## src/rtl/instr_fetch_if.sv

```systemverilog
// rtl/instr_fetch_if.sv - PC, instruction-memory and decode-side signals of the fetch stage
interface instr_fetch_if #(
    parameter int XLEN = 32
);
    logic            pc_valid_i;
    logic [XLEN-1:0] pc_i;
    logic            pc_ready_o;
    logic            redirect_i;
    logic            imem_req_o;
    logic [XLEN-1:0] imem_addr_o;
    logic            imem_gnt_i;
    logic            imem_rvalid_i;
    logic [31:0]     imem_rdata_i;
    logic            instr_valid_o;
    logic [31:0]     instr_o;
    logic [XLEN-1:0] instr_pc_o;
    logic            instr_ready_i;

    modport master (
        input  pc_valid_i, pc_i, redirect_i, imem_gnt_i, imem_rvalid_i, imem_rdata_i, instr_ready_i,
        output pc_ready_o, imem_req_o, imem_addr_o, instr_valid_o, instr_o, instr_pc_o
    );

    modport slave (
        output pc_valid_i, pc_i, redirect_i, imem_gnt_i, imem_rvalid_i, imem_rdata_i, instr_ready_i,
        input  pc_ready_o, imem_req_o, imem_addr_o, instr_valid_o, instr_o, instr_pc_o
    );
endinterface

```

## src/rtl/instr_fetch.sv

```systemverilog
// rtl/instr_fetch.sv - credit-limited in-order instruction fetch with redirect squash
module instr_fetch #(
    parameter int XLEN  = 32,
    parameter int DEPTH = 2
) (
    input  logic          clk,
    input  logic          rst_n,
    instr_fetch_if.master bus
);
    localparam int AW = $clog2(DEPTH);
    localparam int CW = AW + 1;
    localparam int UW = CW + 2;

    typedef enum logic {IDLE = 1'b0, REQ = 1'b1} state_t;
    state_t state_q, state_d;

    logic [XLEN-1:0] addr_q;
    logic [XLEN-1:0] req_pc_q;
    logic [CW-1:0]   outstanding_q;
    logic [CW-1:0]   discard_q;
    logic [CW-1:0]   pcq_wr_q;
    logic [CW-1:0]   pcq_rd_q;
    logic [XLEN-1:0] pcq_mem [DEPTH];
    logic [CW-1:0]   fifo_wr_q;
    logic [CW-1:0]   fifo_rd_q;
    logic [CW-1:0]   fifo_count_q;
    logic [XLEN-1:0] fifo_pc [DEPTH];
    logic [31:0]     fifo_data [DEPTH];

    logic [UW-1:0] used;
    logic          req_pending;
    logic          credit_ok;
    logic          granted;
    logic          pc_ready;
    logic          accept;
    logic          rsp;
    logic          rsp_keep;
    logic          fifo_pop;

    // A pending request already owns a slot, so every granted word is guaranteed FIFO space.
    assign req_pending = (state_q == REQ);
    assign used        = UW'(fifo_count_q) + UW'(outstanding_q) + UW'(req_pending);
    assign credit_ok   = (used < UW'(DEPTH));
    assign granted     = req_pending && bus.imem_gnt_i;
    assign accept      = bus.pc_valid_i && pc_ready;
    // Responses with nothing outstanding belong to requests abandoned by reset.
    assign rsp         = bus.imem_rvalid_i && (outstanding_q != '0);
    assign rsp_keep    = rsp && (discard_q == '0) && !bus.redirect_i;
    assign fifo_pop    = (fifo_count_q != '0) && bus.instr_ready_i && !bus.redirect_i;

    always_ff @(posedge clk) begin
        if (!rst_n) begin
            state_q <= IDLE;
        end else begin
            state_q <= state_d;
        end
    end

    always_comb begin
        state_d = state_q;
        case (state_q)
            IDLE:    if (accept) state_d = REQ;
            REQ:     if (granted) state_d = accept ? REQ : IDLE;
            default: state_d = IDLE;
        endcase
    end

    // In REQ a new PC can only be taken in the cycle the current one is granted.
    always_comb begin
        pc_ready       = 1'b0;
        if (rst_n && credit_ok && !bus.redirect_i) begin
            pc_ready = (state_q == IDLE) || granted;
        end
        bus.pc_ready_o = pc_ready;
        bus.imem_req_o = req_pending;
    end

    assign bus.imem_addr_o   = addr_q;
    assign bus.instr_valid_o = (fifo_count_q != '0);
    assign bus.instr_o       = fifo_data[fifo_rd_q[AW-1:0]];
    assign bus.instr_pc_o    = fifo_pc[fifo_rd_q[AW-1:0]];

    always_ff @(posedge clk) begin
        if (!rst_n) begin
            addr_q        <= '0;
            req_pc_q      <= '0;
            outstanding_q <= '0;
            discard_q     <= '0;
            pcq_wr_q      <= '0;
            pcq_rd_q      <= '0;
            for (int i = 0; i < DEPTH; i++) begin
                pcq_mem[i] <= '0;
            end
        end else begin
            if (accept) begin
                addr_q   <= {bus.pc_i[XLEN-1:2], 2'b00};
                req_pc_q <= bus.pc_i;
            end
            if (granted) begin
                pcq_mem[pcq_wr_q[AW-1:0]] <= req_pc_q;
                pcq_wr_q                  <= pcq_wr_q + CW'(1);
            end
            if (rsp) begin
                pcq_rd_q <= pcq_rd_q + CW'(1);
            end
            outstanding_q <= outstanding_q + CW'(granted) - CW'(rsp);
            // Everything issued before a redirect is stale, including a request not yet granted.
            if (bus.redirect_i) begin
                discard_q <= outstanding_q + CW'(req_pending) - CW'(rsp);
            end else if (rsp && (discard_q != '0)) begin
                discard_q <= discard_q - CW'(1);
            end
        end
    end

    always_ff @(posedge clk) begin
        if (!rst_n) begin
            fifo_wr_q    <= '0;
            fifo_rd_q    <= '0;
            fifo_count_q <= '0;
            for (int i = 0; i < DEPTH; i++) begin
                fifo_pc[i]   <= '0;
                fifo_data[i] <= '0;
            end
        end else if (bus.redirect_i) begin
            fifo_wr_q    <= '0;
            fifo_rd_q    <= '0;
            fifo_count_q <= '0;
        end else begin
            if (rsp_keep) begin
                fifo_pc[fifo_wr_q[AW-1:0]]   <= pcq_mem[pcq_rd_q[AW-1:0]];
                fifo_data[fifo_wr_q[AW-1:0]] <= bus.imem_rdata_i;
                fifo_wr_q                    <= fifo_wr_q + CW'(1);
            end
            if (fifo_pop) begin
                fifo_rd_q <= fifo_rd_q + CW'(1);
            end
            fifo_count_q <= fifo_count_q + CW'(rsp_keep) - CW'(fifo_pop);
        end
    end
endmodule

```

## src/flat_wrapper.sv

```systemverilog
// flat-port wrapper written by rule: the top's interface ports become plain ports
module instr_fetch_flat 
#(
    parameter int XLEN  = 32,
    parameter int DEPTH = 2
)
  (clk, rst_n, bus_pc_valid_i, bus_pc_i, bus_redirect_i, bus_imem_gnt_i, bus_imem_rvalid_i, bus_imem_rdata_i, bus_instr_ready_i, bus_pc_ready_o, bus_imem_req_o, bus_imem_addr_o, bus_instr_valid_o, bus_instr_o, bus_instr_pc_o);
  instr_fetch_if #(.XLEN(XLEN)) bus_i ();
  input  logic clk;
  input  logic rst_n;
  input wire logic [$bits(bus_i.pc_valid_i)-1:0] bus_pc_valid_i;
  input wire logic [$bits(bus_i.pc_i)-1:0] bus_pc_i;
  input wire logic [$bits(bus_i.redirect_i)-1:0] bus_redirect_i;
  input wire logic [$bits(bus_i.imem_gnt_i)-1:0] bus_imem_gnt_i;
  input wire logic [$bits(bus_i.imem_rvalid_i)-1:0] bus_imem_rvalid_i;
  input wire logic [$bits(bus_i.imem_rdata_i)-1:0] bus_imem_rdata_i;
  input wire logic [$bits(bus_i.instr_ready_i)-1:0] bus_instr_ready_i;
  output wire logic [$bits(bus_i.pc_ready_o)-1:0] bus_pc_ready_o;
  output wire logic [$bits(bus_i.imem_req_o)-1:0] bus_imem_req_o;
  output wire logic [$bits(bus_i.imem_addr_o)-1:0] bus_imem_addr_o;
  output wire logic [$bits(bus_i.instr_valid_o)-1:0] bus_instr_valid_o;
  output wire logic [$bits(bus_i.instr_o)-1:0] bus_instr_o;
  output wire logic [$bits(bus_i.instr_pc_o)-1:0] bus_instr_pc_o;
  assign bus_i.pc_valid_i = bus_pc_valid_i;
  assign bus_i.pc_i = bus_pc_i;
  assign bus_i.redirect_i = bus_redirect_i;
  assign bus_i.imem_gnt_i = bus_imem_gnt_i;
  assign bus_i.imem_rvalid_i = bus_imem_rvalid_i;
  assign bus_i.imem_rdata_i = bus_imem_rdata_i;
  assign bus_i.instr_ready_i = bus_instr_ready_i;
  assign bus_pc_ready_o = bus_i.pc_ready_o;
  assign bus_imem_req_o = bus_i.imem_req_o;
  assign bus_imem_addr_o = bus_i.imem_addr_o;
  assign bus_instr_valid_o = bus_i.instr_valid_o;
  assign bus_instr_o = bus_i.instr_o;
  assign bus_instr_pc_o = bus_i.instr_pc_o;
  instr_fetch #(.XLEN(XLEN), .DEPTH(DEPTH)) u_core (.clk(clk), .rst_n(rst_n), .bus(bus_i));
endmodule
```

## config.mk

```make
export PLATFORM = sky130hd
export DESIGN_NAME = instr_fetch_flat
export DESIGN_NICKNAME = d
export VERILOG_FILES = /design/src/rtl/instr_fetch_if.sv /design/src/rtl/instr_fetch.sv /design/src/flat_wrapper.sv
export SDC_FILE = /design/constraint.sdc
export NUM_CORES = 1
export LEC_CHECK = 0
export CORE_MARGIN = 1
export CORE_UTILIZATION = 50
export CTS_CLUSTER_SIZE = 40
export DETAILED_ROUTE_END_ITERATION = 12
export PLACE_DENSITY = 0.76
export SLEW_MARGIN = 20
export SYNTH_ARGS = -nofsm -noshare
export SYNTH_HDL_FRONTEND = slang
export SYNTH_SLANG_ARGS = --single-unit
```

## constraint.sdc

```tcl
create_clock -name clk -period 12.18 [get_ports clk]
set_input_delay 3.045 -clock clk [delete_from_list [all_inputs] [get_ports clk]]
set_output_delay 3.045 -clock clk [all_outputs]
set_load 0.01 [all_outputs]
```

# Word-level counts from Yosys, hierarchy flattened
# Memory sizes are Yosys's and may differ from the RTL's. A register that Yosys moved wholly into a read port is not among the register bits.
# Cells that the tools add are included.
# totals
out_inout_bits	99
register_bits	77
mem_bits_rw	192
wordCells	79
memories	3
# classes
mux	29
bitwise	2
n_reduce_logical	21
order_cmp	1
addsub	13
# mem_list
name	words	word_bits	rd	rd_clocked_by_memory_dff	wr	line_no	text
u_core.fifo_data	2	32	1	1	2	instr_fetch.sv:28	logic [31:0] fifo_data [DEPTH];
u_core.fifo_pc	2	32	1	1	2	instr_fetch.sv:27	logic [XLEN-1:0] fifo_pc [DEPTH];
u_core.pcq_mem	2	32	1	1	2	instr_fetch.sv:23	logic [XLEN-1:0] pcq_mem [DEPTH];
# op_table
op	n
$mux W32	3
$reduce_or A32 Y1	3
$mux W1	23
$logic_and A1 B1 Y1	10
$add A2 B1 Y2 const B	4
$reduce_bool A2 Y1	4
$add A2 B1 Y2	3
$sub A2 B1 Y2	3
$add A4 B1 Y4	1
$lt A4 B2 Y1 const B	1
$mux W2	2
$add A2 B2 Y3	1
$logic_not A2 Y1	1
$not A1 Y1	2
$pmux W1 S2	1
$reduce_or A2 Y1	1
$sub A2 B1 Y2 const B	1
$logic_not A1 Y1	1
$logic_or A1 B1 Y1	1

# Depth between registers and ports, before layout
# logic_depth
depth_word	10
mapped_depth	11
ltp_nobuf	9

# Worst setup path after synthesis
# Ideal clock, no wire load.
# synth_timing
path_kind	input to output
start	input port rst_n
end	output port bus_pc_ready_o
slack_ns	5.309
arrival_time_ns	3.826
cell_stages	5
path_cell_list	buf_2 -> nor2b_4 -> and2_4 -> buf_6 -> and4b_1
# synth_between
elab_chain_cells	3
# synth_rtl
element	line_no	text
start, declared	flat_wrapper.sv:10	input logic rst_n;
$logic_and A1 B1 Y1 (2 in series)	instr_fetch.sv:71	if (rst_n && credit_ok && !bus.redirect_i) begin
$mux W1	instr_fetch.sv:71	
end, declared	flat_wrapper.sv:18	output wire logic [$bits(bus_i.pc_ready_o)-1:0] bus_pc_ready_o;
# No other way between the ends.

# Worst setup path after layout
# layout_timing
start	input port bus_redirect_i
end	output port bus_pc_ready_o
# layout_between
elab_chain_cells	3
# layout_rtl
element	line_no	text
start, declared	flat_wrapper.sv:13	input wire logic [$bits(bus_i.redirect_i)-1:0] bus_redirect_i;
$logic_not A1 Y1	instr_fetch.sv:71	
$logic_and A1 B1 Y1	instr_fetch.sv:71	
$mux W1	instr_fetch.sv:71	
# No other way between the ends.

==> impl_results.md <==
- Status: completed
- Post-synth ARST share: 0%
- Max Cap Violations: 0
- Initial Util: 51.2%
- Hold path depth: 2
- DRT Pass-1 Iters: 4
- Crit path top cell by count: clkdlybuf4s50_1
- P_leak: 4.73 nW
- # resized after CTS: 0
- Area of the multi-input gates: between 0.003 and 0.004 mm²
- Total gr overflow: 0
- Max IR drop VDD: 0.110 mV
- H-tree Lvls: 1
- Slowest stage delay, CP: about 0.57 ns
- Gr busiest metal: met2
- Sw frac: approximately a quarter
- Nets: 988
- Fmax: about 0.12 GHz
- Setup Total Neg Slack: 0 ns
- Vias in the first global route: 6,095
- Met3 GRT Util: 2.56%
- Clock Skew: 0.0150 ns
- # diodes: 0
- Final std cells w/o fill: 1,195
- Yosys cell types: 37
- Worst R2R Path Depth: 10
- Net Sw Power: 0.000450 W
- Final setup vio count: 0
- Post-DP HPWL: 12,400 µm
- Iter 0 DRT Violations: 282
- Port buffer count: around 170
- Clk sinks: 237
- CTS Root Cell: clkbuf_16
- Stages on worst setup path: 5
- Hold crit path type: flop to flop
- Hold_sp: u_core.req_pc_q[9]$_SDFFE_PN0P_
- Sequential Power Share: 50.9%
- Routed WL: approximately 20,000 µm
- Die extent in y: roughly 150 µm
- M1 GR Usage: between 20% and 30%
- DR vias: ~6,100
- Clock Pin Slew Worst Setup and Hold Paths: 0.06 ns
- Die ar.: 0.0214 mm²
- Share of layout cells above drive strength 1: between 10% and 20%
- Slew margin rel.: 30.5%
- CP arrival: 5.00 ns
- Max Slew Vio Count: 0
- Seq cells post-synth: 237
- Post-synth EDFFs: ~190
- Worst path buffer plus inverter count: 2
- Period minus WS final: roughly 8.0 ns
- Tot GR Track Use: 19.0%
- Post-synth top flop: edfxtp_1
- Required @ worst endpoint: 9.13 ns
- Mapped cell area: 0.0104 mm²
- Register area share after synthesis: 64.1%
- Worst setup EP type: output pin
- Worst r2r src: u_core.outstanding_q[0]$_SDFF_PN0_
- First-pass GRT wire length: 32,100 µm
- Largest net degree at the start of global routing: a little over 80
- Measured slew at the worst slew-check pin: 1.04 ns
- Die width: between 100 and 150 µm
- Routed length per placed instance: 16.9 µm
- Post-CTS Hold Buffers: 0
- Num ports: 170
- ANT nets after route: 0
- Synth Instances: 785
- Met2 global-route usage: 32.1%
- Syn avg cell area: roughly 13 µm²
- DRC viols: 0
- Crit path launch type: input port
- Worst-Skew Late Latency: 0.51 ns
- Setup CP Type: input port to output pin
- Clock Power Share: 35.6%
- Setup Fix Bufs, Post-CTS: 0
- CP Launch Point: bus_redirect_i
- P per Cell Area: 149 mW/mm²
- Final Hold Fails: 0
- Internal: 0.00145 W
- Number of buffers created by CTS: 24
- RSZ-0062 raised after global routing: false
- Worst path top cell family by delay: buffers and inverters
- Register Area: 0.00667 mm²
- Worst-path fanout max: 34
- CP Cell Sequence: clkdlybuf4s50_1, nor2b_4, and2_4, and4b_1, clkdlybuf4s50_1
- Site Rows: 52
- Crit-path slowest cell: clkdlybuf4s50_1
- DR vias/cell: 5.12
- FILL cells: 1,581
- Layout area overhead: 22.6%
- Final core utilization: 62.8%
- Worst-case clock buffer depth: 3
- CTS tree: done
- GPL Wtd Cong: 0.758
- Placed insts: about 1,200
- Logic pwr share: 13.5%
- Core Box Area: 0.0203 mm²
- Final period utilization: 66.1%
- Initial antenna violation count: 0
- Yosys warning total: 0
final cells by class:
type	instances	area share, %
Multi-Input combinational cell	452	25.1
Clock inverter	7	0.285
Sequential cell	237	52.3
Tap cell	270	2.65
Inverter	16	0.471
Clock buffer	37	5.42
Timing Repair Buffer	176	13.8
path summary, 6_finish.rpt:
check / end / slack [ns]
worst max register to register: u_core.req_pc_q[24]$_SDFFE_PN0P_ / 9.09
worst min register to register: u_core.req_pc_q[9]$_SDFFE_PN0P_ / 0.49
worst max-delay path: bus_pc_ready_o / 4.13
worst min-delay path: u_core.req_pc_q[9]$_SDFFE_PN0P_ / 0.49
flip-flops by register name (all words and copies together) (netlist names), 2 cells and up, named ones only:
register              count
u_core.pcq_mem           64
u_core.outstanding_q      2
u_core.req_pc_q          32
u_core.fifo_count_q       2
u_core.fifo_pc           64
u_core.fifo_data         64
u_core.discard_q          2
power by group through the flow:
stage / Clock, W / Sequential (W) / Combinational [W]
floorplan: 0 / 0.000965 / 0.000171
global placement: 0 / 0.000984 / 0.000255
detailed placement: 0 / 0.000987 / 0.000258
CTS: 0.000693 / 0.000971 / 0.000260
global route: 0.000725 / 0.000976 / 0.000280
finish: 0.000677 / 0.000970 / 0.000258
worst reg2reg max path: cells and delay by family, from the launching register on:
family / cells / cell delay [ns]
flip-flops: 1 / 0.42
AO/OA/AOI/OAI: 1 / 0.17
buffers and inverters: 3 / 0.43
XOR/XNOR: 1 / 0.19
adder cells (fa/ha/maj): 3 / 0.96
AND/OR/NAND/NOR: 2 / 0.80
routing by layer:
| metal | routed length (µm) | vias up |
|---|---|---|
| li1 | - | 2966 |
| met1 | 9340 | 2971 |
| met2 | 9630 | 153 |
| met3 | 859 | 27 |
| met4 | 379 | 0 |
| met5 | 0 | - |
cells by family (layout without fill, tap and decap cells):
kind of cell,count (synthesis),in the layout,share of synthesized area (%)
xor gates and xnor gates,12,12,1.01
AOI/OAI and AO/OA,39,39,3.06
DFF,237,237,64.1
buffers and inverters,97,236,5.49
adders and majority gates,10,10,1.28
other,1,2,0.0361
muxes,97,97,10.1
and+or+nand+nor,292,292,14.9
metrics by stage:
| step | power (W) | cell area (µm²) | hold WS, ns | worst slack [ns] |
|---|---|---|---|---|
| 3_5_place_dp | 0.00124 | 12000 | 0.476 | 4.13 |
| 2_1_floorplan | 0.00114 | 10400 | 0.443 | 5.31 |
| 4_1_cts | 0.00192 | 12700 | 0.493 | 4.12 |
| 6_report | 0.00190 | 12700 | 0.487 | 4.13 |
| 3_3_place_gp | 0.00124 | 12000 | 0.466 | 4.17 |
| 5_1_grt | 0.00198 | 12700 | 0.504 | 4.02 |
cells in the mapped netlist, drive strengths merged (2+ instances only):
cell type	n	area share [%]
edfxtp	192	55
ha	9	1.1
o21ai	36	2.8
buf	60	4.1
and4b	2	0.19
mux2	65	7.0
xor2	3	0.25
and2	105	6.4
nor2	71	2.6
nand2b	3	0.18
xnor2	9	0.76
nand2	37	1.4
and3	34	2.0
nor2b	2	0.19
dfxtp	45	8.7
inv	16	0.58
clkbuf	21	0.83
mux2i	32	3.1
nand3	34	1.6
placed cells by master, fill, tap and decap left out, types with 2 or more instances in the layout:
master	netlist	layout
clkbuf_16	0	25
dfxtp_1	45	43
nand3_1	34	34
nor2_1	71	71
and4b_1	2	2
buf_4	32	8
and2_4	2	2
and3_1	34	34
ha_1	9	9
clkdlybuf4s50_1	0	166
o21ai_0	4	3
o21ai_1	2	2
clkinv_2	0	2
dfxtp_2	0	2
inv_1	15	15
o21ai_2	30	30
clkbuf_1	15	10
mux2i_1	32	32
and2_1	103	103
nand2_1	36	35
clkbuf_8	0	2
xor2_1	3	3
conb_1	1	2
nand2b_1	3	2
clkinv_1	0	4
xnor2_1	9	9
mux2_2	65	65
edfxtp_1	192	192
No activity file was read; power rests on OpenSTA's default activity.
